### src/rtl/fifo_get_controller.sv
// Read-side controller for the cell-based FIFO: one-hot read pointer, 4-phase get handshake,
// cell data mux and empty flag. Define FIFO_GET_UNDERFLOW_EN to add a sticky underflow error flag.
module fifo_get_controller #(
    parameter int unsigned N_CELLS    = 16,
    parameter int unsigned DATA_WIDTH = 8
) (
    input  logic                          clk,
    input  logic                          rst_n,
    input  logic [N_CELLS-1:0]            f_i,
    input  logic [N_CELLS*DATA_WIDTH-1:0] data_i,
    input  logic                          get_req_i,
    output logic                          get_ack_o,
    output logic [DATA_WIDTH-1:0]         get_data_o,
    output logic [N_CELLS-1:0]            en_get_o,
    output logic [N_CELLS-1:0]            rd_ptr_o,
    output logic                          empty_o
`ifdef FIFO_GET_UNDERFLOW_EN
    ,
    output logic                          err_underflow_o
`endif
);

    typedef enum logic [1:0] {StIdle, StGet, StAck} state_e;

    state_e                 state_q;
    logic [N_CELLS-1:0]     rd_ptr_q;
    logic [N_CELLS-1:0]     en_get_q;
    logic                   ack_q;
    logic [DATA_WIDTH-1:0]  data_q;
    logic [DATA_WIDTH-1:0]  sel_data;
    logic                   hit;

    assign empty_o = (f_i == '0);
    assign hit     = |(f_i & rd_ptr_q);

    // One-hot pointer makes the mux a plain AND-OR over the cells.
    always_comb begin
        sel_data = '0;
        for (int unsigned k = 0; k < N_CELLS; k++) begin
            if (rd_ptr_q[k]) begin
                sel_data = sel_data | data_i[k*DATA_WIDTH +: DATA_WIDTH];
            end
        end
    end

    always_ff @(posedge clk) begin
        if (!rst_n) begin
            state_q  <= StIdle;
            rd_ptr_q <= N_CELLS'(1);
            en_get_q <= '0;
            ack_q    <= 1'b0;
            data_q   <= '0;
        end else begin
            unique case (state_q)
                StIdle: begin
                    en_get_q <= '0;
                    ack_q    <= 1'b0;
                    if (get_req_i && hit) begin
                        state_q  <= StGet;
                        en_get_q <= rd_ptr_q;
                    end
                end
                StGet: begin
                    en_get_q <= '0;
                    data_q   <= sel_data;
                    rd_ptr_q <= {rd_ptr_q[N_CELLS-2:0], rd_ptr_q[N_CELLS-1]};
                    ack_q    <= 1'b1;
                    state_q  <= StAck;
                end
                StAck: begin
                    // Leaving only on a released request guarantees the next request is a fresh rise.
                    if (!get_req_i) begin
                        ack_q   <= 1'b0;
                        state_q <= StIdle;
                    end
                end
                default: begin
                    state_q  <= StIdle;
                    en_get_q <= '0;
                    ack_q    <= 1'b0;
                end
            endcase
        end
    end

`ifdef FIFO_GET_UNDERFLOW_EN
    logic err_q;

    always_ff @(posedge clk) begin
        if (!rst_n) begin
            err_q <= 1'b0;
        end else if (state_q == StIdle && get_req_i && empty_o) begin
            err_q <= 1'b1;
        end
    end

    assign err_underflow_o = err_q;
`endif

    assign get_ack_o  = ack_q;
    assign get_data_o = data_q;
    assign en_get_o   = en_get_q;
    assign rd_ptr_o   = rd_ptr_q;

endmodule

### config.mk
export PLATFORM = sky130hd
export DESIGN_NAME = fifo_get_controller
export DESIGN_NICKNAME = d
export VERILOG_FILES = /design/src/rtl/fifo_get_controller.sv
export SDC_FILE = /design/constraint.sdc
export NUM_CORES = 1
export LEC_CHECK = 0
export CAP_MARGIN = 25
export CORE_MARGIN = 2
export CORE_UTILIZATION = 34
export CTS_CLUSTER_SIZE = 8
export DETAILED_ROUTE_END_ITERATION = 8
export PLACE_DENSITY = 0.82
export SLEW_MARGIN = 25
export SYNTH_ARGS = -nofsm -noshare
export SYNTH_HDL_FRONTEND = slang
export SYNTH_SLANG_ARGS = --single-unit
### constraint.sdc
create_clock -name clk -period 1.8 [get_ports clk]
set_input_delay 0.36 -clock clk [delete_from_list [all_inputs] [get_ports clk]]
set_output_delay 0.36 -clock clk [all_outputs]
set_load 0.02 [all_outputs]
; ---- After elaboration in Yosys (flattened, before gate mapping)
; Cells that the tools add are included.
[op_classes]
n_addsub = 0
n_mul = 0
div = 0
order_cmp = 0
n_eq_ne = 4
shift = 0
muxes = 23
bitwise_logic = 16
reduce_logical = 5
[op_table]
columns = cell, count
row1 = $mux 8, 16
row2 = $or 8x8->8, 15
row3 = $pmux 16 s2, 1
row4 = $and 16x16->16, 1
row5 = $logic_not 16->1, 1
row6 = $mux 16, 1
row7 = $reduce_or 16->1, 1
row8 = $pmux 2 s3, 1
row9 = $mux 2, 2
row10 = $ne 2x2->1 const B, 2
row11 = $eq 2x1->1 const B, 1
row12 = $eq 2x2->1 const B, 1
row13 = $logic_not 2->1, 1
row14 = $pmux 1 s2, 1
row15 = $reduce_and 2->1, 1
row16 = $logic_and 1x1->1, 1
row17 = $mux 1, 1
[totals]
reg_bits = 43
latchBits = 0
ramBits = 0
rom_bits = 0
out_inout_bits = 42
wordCells = 53
memories = 0

; ---- Longest topological paths before layout
[logic_depth]
ltp_word = 31
depth_mapped = 6
mapped_depth_nobuf = 4

; ---- Least setup slack after synthesis
; No wires, ideal clock.
[synth_path]
kind = flip-flop to flip-flop
start = register rd_ptr_q[4] (netlist: rd_ptr_o[4])
end = register en_get_q[10] (netlist: en_get_o[10])
t_arrival_ns = 1.273
required_time_ns = 1.686
path_slack_ns = 0.413
stages_incl_launch_ff = 7
cell_sequence = dfxtp_1 -> a22o_1 -> a221oi_2 -> and4_1 -> buf_4 -> buf_12 -> o21ai_2
[synth_between]
elab_chain_len = 5
[synth_lines]
columns = element, line_no
row1 = "start, declared", 26  ; logic [N_CELLS-1:0] rd_ptr_q;
row2 = "start signal, assigned", 66  ; rd_ptr_q <= {rd_ptr_q[N_CELLS-2:0], rd_ptr_q[N_CELLS-1]};
row3 = $and 16x16->16, 34  ; assign hit = |(f_i & rd_ptr_q);
row4 = $reduce_or 16->1, 34
row5 = $logic_and 1x1->1, 58  ; if (get_req_i && hit) begin
row6 = $mux 16, 58
row7 = $pmux 16 s2, 54  ; unique case (state_q)
row8 = "end signal, assigned", 60  ; en_get_q <= rd_ptr_q;
row9 = "end, declared", 27  ; logic [N_CELLS-1:0] en_get_q;
; Every way passes these cells.
; A chain may end at the register's enable or synchronous reset.

; ---- Worst setup path in the final report
[layout_path]
start = input port f_i[12]
end = output port empty_o
[layout_between]
elab_chain_len = 1
[layout_lines]
columns = element, line_no
row1 = "start, declared", 9  ; input logic [N_CELLS-1:0] f_i,
row2 = $logic_not 16->1, 33  ; assign empty_o = (f_i == '0);
row3 = "end, declared", 16  ; output logic empty_o
; Every way passes these cells.

==> out/qor.yml <==
sta:
  hold_viol: 0
  final_max_slew_viol_count: 0
  min_clock_period_post_route_ps: 1806
  worst_slack_ps: -6.069
  final.period_utilization_pct: 100.3
  clock-skew-final_ps: 3.341
  slew_headroom_pct: 59.46
  fmaxAchievable_mhz: 553.7
  rsz0062_at_grt: "true"
  max_slew.worst_pin.slew_ps: 608.1
  setup_viol_count_final: 1
logic_synthesis:
  syn_nets: 435
  synth_area_sq_um: 2450
  synth-compound-area-share_pct: 38.92
  main_combinational_cell_family_by_area_after_synthesis: "compound AO/OA/AOI/OAI gates"
  synthesis.instances: 288
  synth_adder_area_share_pct: 0
  post_synthesis_xor_xnor_area_fraction_pct: 0
  yosys_warnings: 0
  synth_mux_area_share_pct: 0
  sequential_to_total_area_share_from_yosys_stat_pct: 35.14
  postSynthRegisterBits: 43
  ys_types: 31
  share_of_synthesized_cell_area_in_and_or_nand_and_nor_gates_pct: 19.31
  mean_syn_cell_area_sq_um: 8.506
route:
  drt-vias-per-instance: 5.569
  antenna_left: 0
  drt_iter0_drc: 152
  routed_wire_length_per_instance_um: 19.61
  drt_first_pass_iters: 5
  wirelength_mm: 11.61
  num_vias: 3297
  detail_route.drc_violations: 0
job:
  max_cap_violations: 0
clock_network:
  worst_skew_pair.late_latency_ps: 290
  post_cts_hold_fix_bufs: 0
  clock_path_buffers: 2
  worst_setup_hold_path_clk_slew_ps: 80
  cts_max_level: 2
  cts-root-buf: "clkbuf_8"
  tritoncts: "done"
  numCtsBuffers: 5
  clock-sinks: 43
power_and_ir_drop:
  post-layout-total-power_uw: 2197
  power_per_cell_area_nw_per_um2: 462.8
  leakagePower_uw: 0.001779
  vdd_ir_drop_max_mv: 0.2740
die:
  floorplan.core_area_sq_um: 6869
  die-width_um: 88.89
  floorplan.io_pins: 189
  floorplan.initialDensity_pct: 35.66
  fp.dieH_um: 88.89
  core.rowCount: 30
  fp.dieArea_sq_um: 7901
setup_path:
  setup.worst_path.class: "primary input to output pin"
  worst_setup_path_end_kind: "output pin"
  cp.required_ps: 1440
  path_max_fanout: 2
  critical_path_data_arrival_time_ps: 1450
  critical_path.max_stage_delay_ps: 440
  timing.critical_path.from_type: "primary input"
  worstRegToRegCells: 5
  regToRegSetupSlack_ps: 280
  critical_path.slowest_cell: "clkdlybuf4s50_1"
  path_cells: "clkdlybuf4s50_1 > nor4_2 > and4_1 > buf_4"
outcome:
  violated_checks: "setup timing"
  run_status: "complete, but fails checks"
final_layout:
  drive_above_1_share_pct: 16.33
  antenna_cells_inserted: 0
  area_delta_synth_final_pct: 93.82
  finish.cell_count_without_fillers: 592
  nNetsFinal: 643
worst_hold_path:
  holdPathStages: 2
  min-delay-path-class: "flop to flop"
place:
  finalWeightedCongestion: 0.8372
  dp_hpwl_mm: 9.155
  place_inst: 586
  port_buffers: 188
grt:
  globalRouteOverflowTotal: 0
  number_of_antenna_violations_at_the_first_check_in_global_routing: 0
  grt.total_usage_pct: 28.92
  vias_in_the_first_global_route: 3346
  grt_pass1_wl_mm: 17.06
  grt_max_degree: 27
[routing by layer]
layer	part of all wire, %	up-vias	wire length [um]	GRT usage, %
met1	37	1549	4331	33.65
met4	2.3	0	267	10.47
met5	0	-	0	0
li1	-	1516	-	-
met2	51	209	5908	51.70
met3	9.5	23	1104	6.437
[timing repair]
action	4_1_cts	5_1_grt
setup buffers	0	0
pin swaps	2	4
setup endpoints to repair	8	6
gates resized for setup	16	10
endpoints found under the hold margin	0	0
[worst paths after layout]
| kind | from | end |
|---|---|---|
| setup / recovery | f_i[12] | empty_o |
| hold reg to reg | en_get_o[8] | en_get_o[8] |
| hold / removal | en_get_o[8] | en_get_o[8] |
| setup reg to reg | rd_ptr_o[8] | get_data_o[1] |
[synth_stat cells (all sizes together)]
| cell | count | area [sq um] |
|---|---|---|
| nand3b | 1 | 7.510 |
| nand4b | 1 | 8.760 |
| o21ai | 24 | 157.6 |
| nor2 | 8 | 30.03 |
| buf | 23 | 138.9 |
| a2111oi | 8 | 132.6 |
| and3b | 1 | 8.760 |
| nor4 | 4 | 25.02 |
| nand2 | 65 | 244.0 |
| nor2b | 1 | 6.260 |
| dfxtp | 43 | 860.8 |
| nand4 | 8 | 50.05 |
| clkbuf | 6 | 23.77 |
| nor3 | 1 | 16.27 |
| nand3 | 9 | 45.04 |
| and2b | 1 | 7.510 |
| a221oi | 4 | 60.06 |
| a21boi | 17 | 127.6 |
| and4 | 2 | 17.52 |
| a222oi | 8 | 80.08 |
| a22oi | 48 | 360.4 |
| nand2b | 1 | 6.260 |
| a22o | 4 | 35.03 |
[layout by cell type, fill, tap and decap left out, drive strengths merged, types with 2 or more instances in the layout]
cell / Yosys / final
dlygate4sd2: 0 / 4
clkbuf: 6 / 6
buf: 23 / 43
o21ai: 24 / 24
a222oi: 8 / 8
and4: 2 / 2
a21boi: 17 / 17
nor2: 8 / 8
nand3: 9 / 9
a22o: 4 / 4
nand4: 8 / 8
dfxtp: 43 / 43
a221oi: 4 / 4
nand2: 65 / 65
clkdlybuf4s50: 0 / 176
nor4: 4 / 4
a22oi: 48 / 48
a2111oi: 8 / 8
dlymetal6s2s: 0 / 7
[where the power goes]
part           switching [uW]  total, uW  internal, uW  leakage, uW
Clock                     317        619           301    0.0000470
Combinational             207        594           388      0.00138
Sequential               14.6        984           970     0.000350
[per-stage QoR]
step | TNS, ps | cell area (sq um) | worst slack [ps] | hold slack, ps | utilization (%)
2_1_floorplan | 0 | 2450 | 413.4 | 500.9 | -
3_3_place_gp | -3387 | 4624 | -682.8 | 434.5 | 67.32
3_5_place_dp | -3619 | 4624 | -664.1 | 447.9 | 67.32
4_1_cts | -24.16 | 4716 | -24.16 | 462.0 | 68.65
5_1_grt | -47.29 | 4748 | -47.29 | 478.0 | 69.13
6_report | -6.069 | 4748 | -6.069 | 460.6 | 69.13
[cell families (layout without fill, tap and decap cells)]
kind of cell,count (synthesis),in the layout
and+or+nand+nor,103,103
AOI/OAI and AO/OA,113,113
buffers and inverters,29,237
DFF,43,43
[state kept, by name, indices dropped and copies added (netlist names)]
name,cells
get_data_o,8
en_get_o,16
state_q,2
rd_ptr_o,16
get_ack_o,1
[critical path, delay by kind of cell]
family	cells	cell delay (ps)
buffers and inverters	2	580
and+or+nand+nor	2	510
[area by class of cell]
class | count | area [sq um]
well taps | 96 | 120.1
fillers | 574 | 2121
flip-flops and latches | 43 | 867.1
clock buffers | 6 | 82.58
multi-input cells | 216 | 1454
repair buffers | 230 | 2220
clock inverters | 1 | 5.005
No activity file was read; power rests on OpenSTA's default activity.
